<file path="config.mk">
export PLATFORM = sky130hd
export DESIGN_NAME = codificador_onehot
export DESIGN_NICKNAME = d
export VERILOG_FILES = /design/src/rtl/codificador_pkg.sv /design/src/rtl/sincronizador_antirrebote.sv /design/src/rtl/codificador_onehot.sv
export SDC_FILE = /design/constraint.sdc
export NUM_CORES = 1
export LEC_CHECK = 0
export CAP_MARGIN = 20
export CORE_MARGIN = 2
export CORE_UTILIZATION = 45
export CTS_BUF_LIST = sky130_fd_sc_hd__clkbuf_16
export DETAILED_ROUTE_END_ITERATION = 12
export PLACE_DENSITY = 0.67
export SLEW_MARGIN = 0
export SYNTH_ARGS = -nofsm -noshare
export SYNTH_HDL_FRONTEND = slang
export SYNTH_HIERARCHICAL = 1
export SYNTH_SLANG_ARGS = --single-unit
</file>
<file path="constraint.sdc">
create_clock -name clk -period 3.4 [get_ports clk]
set_clock_uncertainty 0.05 [all_clocks]
set_input_delay 0.68 -clock clk [delete_from_list [all_inputs] [get_ports clk]]
set_output_delay 0.68 -clock clk [all_outputs]
set_load 0.005 [all_outputs]
</file>
<file path="src/rtl/codificador_pkg.sv">
// Shared types and helpers for the one-hot to 3-bit encoder.
// The encoding is the exact inverse of the 3-to-8 line decoder.
package codificador_pkg;

  localparam int LINE_COUNT = 8;
  localparam int CODE_W     = 3;

  typedef logic [CODE_W-1:0] code_t;

  typedef enum logic {S_IDLE, S_SETTLE} deb_state_t;

  // Line 7 maps to code 0 and line 0 maps to code 7.
  function automatic code_t onehot_to_code(input logic [LINE_COUNT-1:0] v);
    code_t c;
    c = '0;
    for (int i = 0; i < LINE_COUNT; i++) begin
      if (v[i]) c = code_t'(LINE_COUNT - 1 - i);
    end
    return c;
  endfunction

endpackage

</file>
<file path="src/rtl/sincronizador_antirrebote.sv">
// Input synchronizer plus debounce FSM.
// Emits the accepted stable vector and a registered one-cycle accept pulse.
module sincronizador_antirrebote
  import codificador_pkg::*;
#(
  parameter int SYNC_STAGES   = 2,
  parameter int STABLE_CYCLES = 4
) (
  input  logic                  clk,
  input  logic                  rst_n,
  input  logic [LINE_COUNT-1:0] lines_in,
  output logic [LINE_COUNT-1:0] stable,
  output logic                  accept,
  output deb_state_t            state
);

  localparam int CNT_W = $clog2(STABLE_CYCLES + 1);

  logic [LINE_COUNT-1:0] sync_q [SYNC_STAGES];
  logic [LINE_COUNT-1:0] sync;
  logic [LINE_COUNT-1:0] cand, cand_n;
  logic [LINE_COUNT-1:0] stable_n;
  logic [CNT_W-1:0]      cnt, cnt_n;
  logic                  accept_n;
  deb_state_t            state_n;

  assign sync = sync_q[SYNC_STAGES-1];

  always_ff @(posedge clk or negedge rst_n) begin
    if (!rst_n) begin
      for (int i = 0; i < SYNC_STAGES; i++) sync_q[i] <= '0;
    end else begin
      sync_q[0] <= lines_in;
      for (int i = 1; i < SYNC_STAGES; i++) sync_q[i] <= sync_q[i-1];
    end
  end

  always_ff @(posedge clk or negedge rst_n) begin
    if (!rst_n) begin
      state  <= S_IDLE;
      cand   <= '0;
      cnt    <= '0;
      stable <= '0;
      accept <= 1'b0;
    end else begin
      state  <= state_n;
      cand   <= cand_n;
      cnt    <= cnt_n;
      stable <= stable_n;
      accept <= accept_n;
    end
  end

  always_comb begin
    state_n  = state;
    cand_n   = cand;
    cnt_n    = cnt;
    stable_n = stable;
    accept_n = 1'b0;
    case (state)
      S_IDLE: begin
        if (sync != stable) begin
          cand_n  = sync;
          cnt_n   = CNT_W'(1);
          state_n = S_SETTLE;
        end
      end
      S_SETTLE: begin
        if (sync != cand) begin
          // A bounce back to the accepted vector abandons the candidate.
          if (sync == stable) begin
            state_n = S_IDLE;
          end else begin
            cand_n = sync;
            cnt_n  = CNT_W'(1);
          end
        end else if (STABLE_CYCLES == 1 || cnt == CNT_W'(STABLE_CYCLES - 1)) begin
          stable_n = cand;
          accept_n = 1'b1;
          state_n  = S_IDLE;
        end else begin
          cnt_n = cnt + CNT_W'(1);
        end
      end
      default: state_n = S_IDLE;
    endcase
  end

endmodule

</file>
<file path="src/rtl/codificador_onehot.sv">
// One-hot to 3-bit encoder with synchronized, debounced inputs,
// a single-entry valid/ready output register and sticky error flags.
module codificador_onehot
  import codificador_pkg::*;
#(
  parameter int SYNC_STAGES   = 2,
  parameter int STABLE_CYCLES = 4
) (
  input  logic                  clk,
  input  logic                  rst_n,
  input  logic [LINE_COUNT-1:0] lines_in,
  output code_t                 code_out,
  output logic                  code_valid,
  input  logic                  code_ready,
  output logic                  onehot_err,
  output logic                  overrun,
  input  logic                  err_clear
);

  logic [LINE_COUNT-1:0] stable;
  logic                  accept;
  deb_state_t            deb_state;
  logic                  code_evt;
  logic                  multi_evt;

  sincronizador_antirrebote #(
    .SYNC_STAGES  (SYNC_STAGES),
    .STABLE_CYCLES(STABLE_CYCLES)
  ) u_deb (
    .clk     (clk),
    .rst_n   (rst_n),
    .lines_in(lines_in),
    .stable  (stable),
    .accept  (accept),
    .state   (deb_state)
  );

  // An all-zero vector is a release and raises neither a code nor an error.
  assign code_evt  = accept && ($countones(stable) == 1);
  assign multi_evt = accept && ($countones(stable) > 1);

  // Handshake: a code transfers on any edge where code_valid && code_ready;
  // code_out is frozen while code_valid is high and code_ready is low.
  always_ff @(posedge clk or negedge rst_n) begin
    if (!rst_n) begin
      code_out   <= '0;
      code_valid <= 1'b0;
      onehot_err <= 1'b0;
      overrun    <= 1'b0;
    end else begin
      if (err_clear) begin
        onehot_err <= 1'b0;
        overrun    <= 1'b0;
      end
      if (code_evt) begin
        if (!code_valid || code_ready) begin
          code_out   <= onehot_to_code(stable);
          code_valid <= 1'b1;
        end else begin
          overrun <= 1'b1;
        end
      end else if (code_valid && code_ready) begin
        code_valid <= 1'b0;
      end
      if (multi_evt) onehot_err <= 1'b1;
    end
  end

endmodule

</file>
# Word-level counts from Yosys, hierarchy flattened

Cells that the tools add are included.

Bits in registers: 43
Input port bits: 12

Bitwise gates (word level): 2
Reduce and logical (&&, ||, !) cells: 12
Magnitude comparators: 1
Eq/ne operators: 11
Mux-type cells: 33
Add/sub/neg operators: 8

Operators by type and width:

| operator                                                                        | number |
|---|---|
| 3-bit two-way mux                                                               | 12 |
| 32-bit by 2-bit == test with 1-bit output, second input constant                | 1 |
| 8-bit two-way mux                                                               | 3 |
| 8-bit != test                                                                   | 2 |
| 8-bit case mux with 2 select lines                                              | 1 |
| 1-bit two-way mux                                                               | 15 |
| 3-bit AND reduction                                                             | 3 |
| 1-bit by 1-bit adder with 2-bit output                                          | 4 |
| 8-bit == test                                                                   | 1 |
| 2-bit by 2-bit adder with 3-bit output                                          | 2 |
| 3-bit != test, second input constant                                            | 2 |
| 3-bit case mux with 2 select lines                                              | 1 |
| 3-bit by 3-bit adder with 4-bit output                                          | 1 |
| 4-bit by 1-bit greater-than comparator with 1-bit output, second input constant | 1 |
| 2-bit by 1-bit != test with 1-bit output, second input constant                 | 2 |
| 2-bit != test, second input constant                                            | 2 |
| 2-bit AND reduction                                                             | 2 |
| 2-bit nonzero test                                                              | 2 |
| 3-bit by 1-bit adder with 3-bit output, second input constant                   | 1 |
| 3-bit by 2-bit == test with 1-bit output, second input constant                 | 1 |
| 1-bit logical AND                                                               | 3 |
| 1-bit NOT                                                                       | 2 |
| 1-bit case mux with 2 select lines                                              | 1 |
| 1-bit zero test                                                                 | 1 |
| 1-bit logical OR                                                                | 1 |

# Logic depth before layout (Yosys ltp)

Depth in word-level cells: 8
Gate-level depth with buffers: 12
Depth with buffers taken out: 12

# Modules after synthesis

Netlist, hierarchy kept.

By module, submodules not included:

| module                    | times used | area an instance (um^2) | cells an instance |
|---|---|---|---|
| sincronizador_antirrebote | 1          | 1,433.9                 | 93 |
| codificador_onehot        | 1          | 538.0                   | 55 |

# Worst setup path after synthesis

OpenSTA, ideal clock, no wires.

Path kind: flip-flop to flip-flop
From: register u_deb.stable[0]
To: register code_out[0]
Arrival time: 3,046 ps
Data required time: 3,228 ps
Period minus slack after synthesis: 3,218 ps
Stages on the path, launching flop included: 13
Buffers on the path: 0
Path slack: 182 ps
Library setup time: 122 ps
Path through: dfrtp_1 inv_1 fa_1 fa_1 fa_1 inv_1 ha_1 inv_1 fa_1 nand3_1 nor2_1 nand2_1 a32o_1

Cells in the longest elaborated chain, start to end: 8
Elaborated cells on any way between the ends: 14

RTL lines:

| what                                                                           | line                            | text |
|---|---|---|
| from (decl)                                                                    | sincronizador_antirrebote.sv:12 | `output logic [LINE_COUNT-1:0] stable,` |
| from (signal assigned)                                                         | sincronizador_antirrebote.sv:49 | `stable <= stable_n;` |
| branches (longest 8 deep; another with 3-bit by 3-bit adder with 4-bit output) | --                              |  |
| to (signal assigned)                                                           | codificador_onehot.sv:57        | `code_out <= onehot_to_code(stable);` |
| to (decl)                                                                      | codificador_onehot.sv:12        | `output code_t code_out,` |

Several ways; the timed one is not identified.
A chain may end at the register's enable or synchronous reset.

# Worst setup path in the final report

From: register u_deb.stable[1]
To: register code_out[0]

Cells in the longest elaborated chain, start to end: 7
Elaborated cells on any way between the ends: 13

RTL lines:

| what |
|---|
| branches (longest 7 deep; another with 3-bit by 3-bit adder with 4-bit output) |

Several ways; the timed one is not identified.

==> impl_metrics.yaml <==
sta:
  final.period_utilization_pct: 97.70
  rsz0062_at_grt: "true"
  setup_ws_ns: 0.07809
  relSlewSlack_pct: 36.77
  slew_viol_final: 0
  fmax_mhz: 301.0
  final-setup-viol-count: 0
  hold_violations: 0
  worst_pin_slew_ns: 0.9485
  layout_min_cycle_time_ns: 3.322
layout:
  synthToLayoutAreaGrowth_pct: 22.59
  final_cell_mix: "43 x dfrtp_1, 16 x clkdlybuf4s50_1, 13 x inv_1, 9 x mux2_2"
  antenna_cells: 0
  fill_cells: 363
  layout-drive-gt1-share_pct: 22.73
  postLayoutCoreUtil_pct: 56.29
  final_common_cell: "dfrtp_1"
  multi_input_area_um2: 854.6
  finalNetCount: 199
  register_area_um2: 1076
clock_tree:
  numCtsBuffers: 5
  cts_buffer_depth: 2
  cts.sinks: 43
  htree_num_levels: 2
  clk_pin_slew_worst_paths_ns: 0.06
  cts-root-buf: "clkbuf_16"
  cts_tree: "built"
  insertion_delay_ns: 0.28
  cts-hold-fix-buffers: 0
detailed_routing:
  drtAntennaViolNets: 0
  wl_per_cell_um: 14.47
  via_per_inst: 5.044
  drc_errors: 0
  wl_um: 3299
  dr.first_iter.drc_count: 67
  vias: 1150
  first_pass_iters: 4
status:
  outcome: "finished, final reports clean"
logic_synthesis:
  synth_nets: 171
  synth_cell_types: 30
  synth-seq-cells: 43
  synthArstFlopShare_pct: 100.0
  synth_area_um2: 1972
  ys_warn_count: 6
  synthCells: 148
  synth_edf_count: 0
  avgSynthCellArea_um2: 13.32
  synth_ff_type: "dfrtp_1"
  seq_area_frac_synth_pct: 54.57
run:
  drv_cap: 0
floorplan:
  die_w_um: 70.20
  die_area_um2: 4927
  die_h_um: 70.20
  ios: 18
  core_um2: 4294
  initial_core_util_pct: 45.92
  rows: 24
global_route:
  grt_max_degree: 44
  grt.total_usage_pct: 15.54
  overflow: 0
  grt_pass1_vias: 1290
  antenna_found_initial: 0
  grt_pass1_wl_um: 5837
setup_path:
  worst-path-max-fanout: 3
  critPathMostFrequentCell: "fa_1"
  critPathArrivalTime_ns: 3.44
  critical-path-slowest-cell: "fa_1"
  critPathRequiredTime_ns: 3.52
  path_class: "flip-flop to flip-flop"
  cpPeakStageDelay_ns: 0.55
  r2r.worst_path.cells: 12
  cp_cell_sequence: "inv_2 -> fa_1 -> fa_1 -> fa_1 -> inv_1 -> ha_2 -> inv_2 -> fa_2 -> nand3_2 -> nor2_2 -> nand2_2 -> a32o_1"
  endpoint_kind: "flip-flop"
  startpoint_type: "flip-flop"
worst_hold_path:
  hp-class: "flip-flop to flip-flop"
  hold_path_depth: 0
placed_design:
  place_hpwl_um: 2448
  place.gp.congestion: 0.7688
  place_ws_ns: -0.0002904
  portBuffers: 17
power:
  total_power_w: 0.001113
  p_leak_nw: 1.075
  p_per_area_nw_per_um2: 460.2
  vdd_ir_drop_max_uv: 363.7
## sequential cells by signal, summed over array words and instances (netlist names)
name,count
u_deb/accept,1
u_deb/state,1
u_deb/cnt,3
u_deb/sync_q,8
code_valid,1
overrun,1
u_deb/stable,8
code_out,3
u_deb/sync,8
u_deb/cand,8
onehot_err,1
## stage by stage
stage,hold slack [ns],TNS [ns],std cells,instance area (um^2)
6_report,0.2967,0,228,2417
5_1_grt,0.3049,-0.06954,228,2417
4_1_cts,0.2983,0,227,2387
3_5_place_dp,0.2847,-0.0002904,220,2225
3_3_place_gp,0.2818,0,220,2225
2_1_floorplan,0.2812,0,148,1972
## per-layer routing
layer / share of wire [%] / global-route usage, % / routed length (um) / up-vias
met1: 44 / 18.45 / 1468 / 569
met3: 3.6 / 4.040 / 119 / 5
met2: 50 / 26.35 / 1653 / 22
met5: 0 / 0 / 0 / -
met4: 1.7 / 7.265 / 57 / 0
li1: - / - / - / 554
## worst max-delay path, delay by kind of cell (launching register included)
family	cells	cell delay, ns
fa+ha+maj	5	2.09
flops	1	0.40
simple gates	3	0.27
compound gates	1	0.20
buf+inv	3	0.19
## synth_stat cells (2+ instances only)
cell / number / area, um^2
dfrtp_1: 43 / 1076
inv_1: 17 / 63.81
mux2_2: 9 / 101.4
mux2_1: 8 / 90.09
nand2_1: 8 / 30.03
xnor2_1: 8 / 70.07
xor2_1: 8 / 70.07
ha_1: 7 / 87.58
nand3_1: 6 / 30.03
nor2_1: 5 / 18.77
fa_1: 4 / 80.08
o211ai_1: 3 / 22.52
nand2b_1: 2 / 12.51
nor3_1: 2 / 10.01
nor4_4: 2 / 42.54
o2bb2ai_1: 2 / 17.52
## path summary, 6_finish.rpt
kind                                        startpoint                  endpoint  slack, ns
setup / recovery           u_deb/stable[1]$_DFFE_PN0P_   code_out[0]$_DFFE_PN0P_       0.08
hold / removal              u_deb/sync_q[14]$_DFF_PN0_   u_deb/sync[6]$_DFF_PN0_       0.30
setup reg to reg           u_deb/stable[1]$_DFFE_PN0P_   code_out[0]$_DFFE_PN0P_       0.08
hold reg to reg             u_deb/sync_q[14]$_DFF_PN0_   u_deb/sync[6]$_DFF_PN0_       0.30
max in group asynchronous                        rst_n  u_deb/cnt[0]$_DFFE_PN0P_       2.22
min in group asynchronous                        rst_n         overrun$_DFF_PN0_       0.49
## final cells by class
type                    count  area share (%)
clock inverters             2           1.553
flip-flops and latches     43           44.51
well taps                  52           2.692
repair buffers             21           8.075
inverters                  17           2.640
clock buffers               5           5.176
multi-input cells          88           35.35
## timing repair
| action | CTS | global route |
|---|---|---|
| endpoints found under the setup margin | 0 | 6 |
| setup buffers | 0 | 1 |
| gates resized for setup | 0 | 10 |
## logic make-up after synthesis
family,count (synthesis),share of synthesized area (%)
AND/OR/NAND/NOR,30,9.772
XOR/XNOR,16,7.107
adder cells (fa/ha/maj),11,8.502
AO/OA/AOI/OAI,14,7.107
flip-flops,43,54.57
multiplexers,17,9.708
buffers and inverters,17,3.236
## where the power goes
group,switching [W],internal [W],total [W]
sequential,0.0000116,0.000527,0.000539
clock,0.000181,0.000342,0.000523
combinational,0.0000250,0.0000259,0.0000509
total,0.000218,0.000895,0.00111
Note: power is estimated with default switching activity, not from simulation.
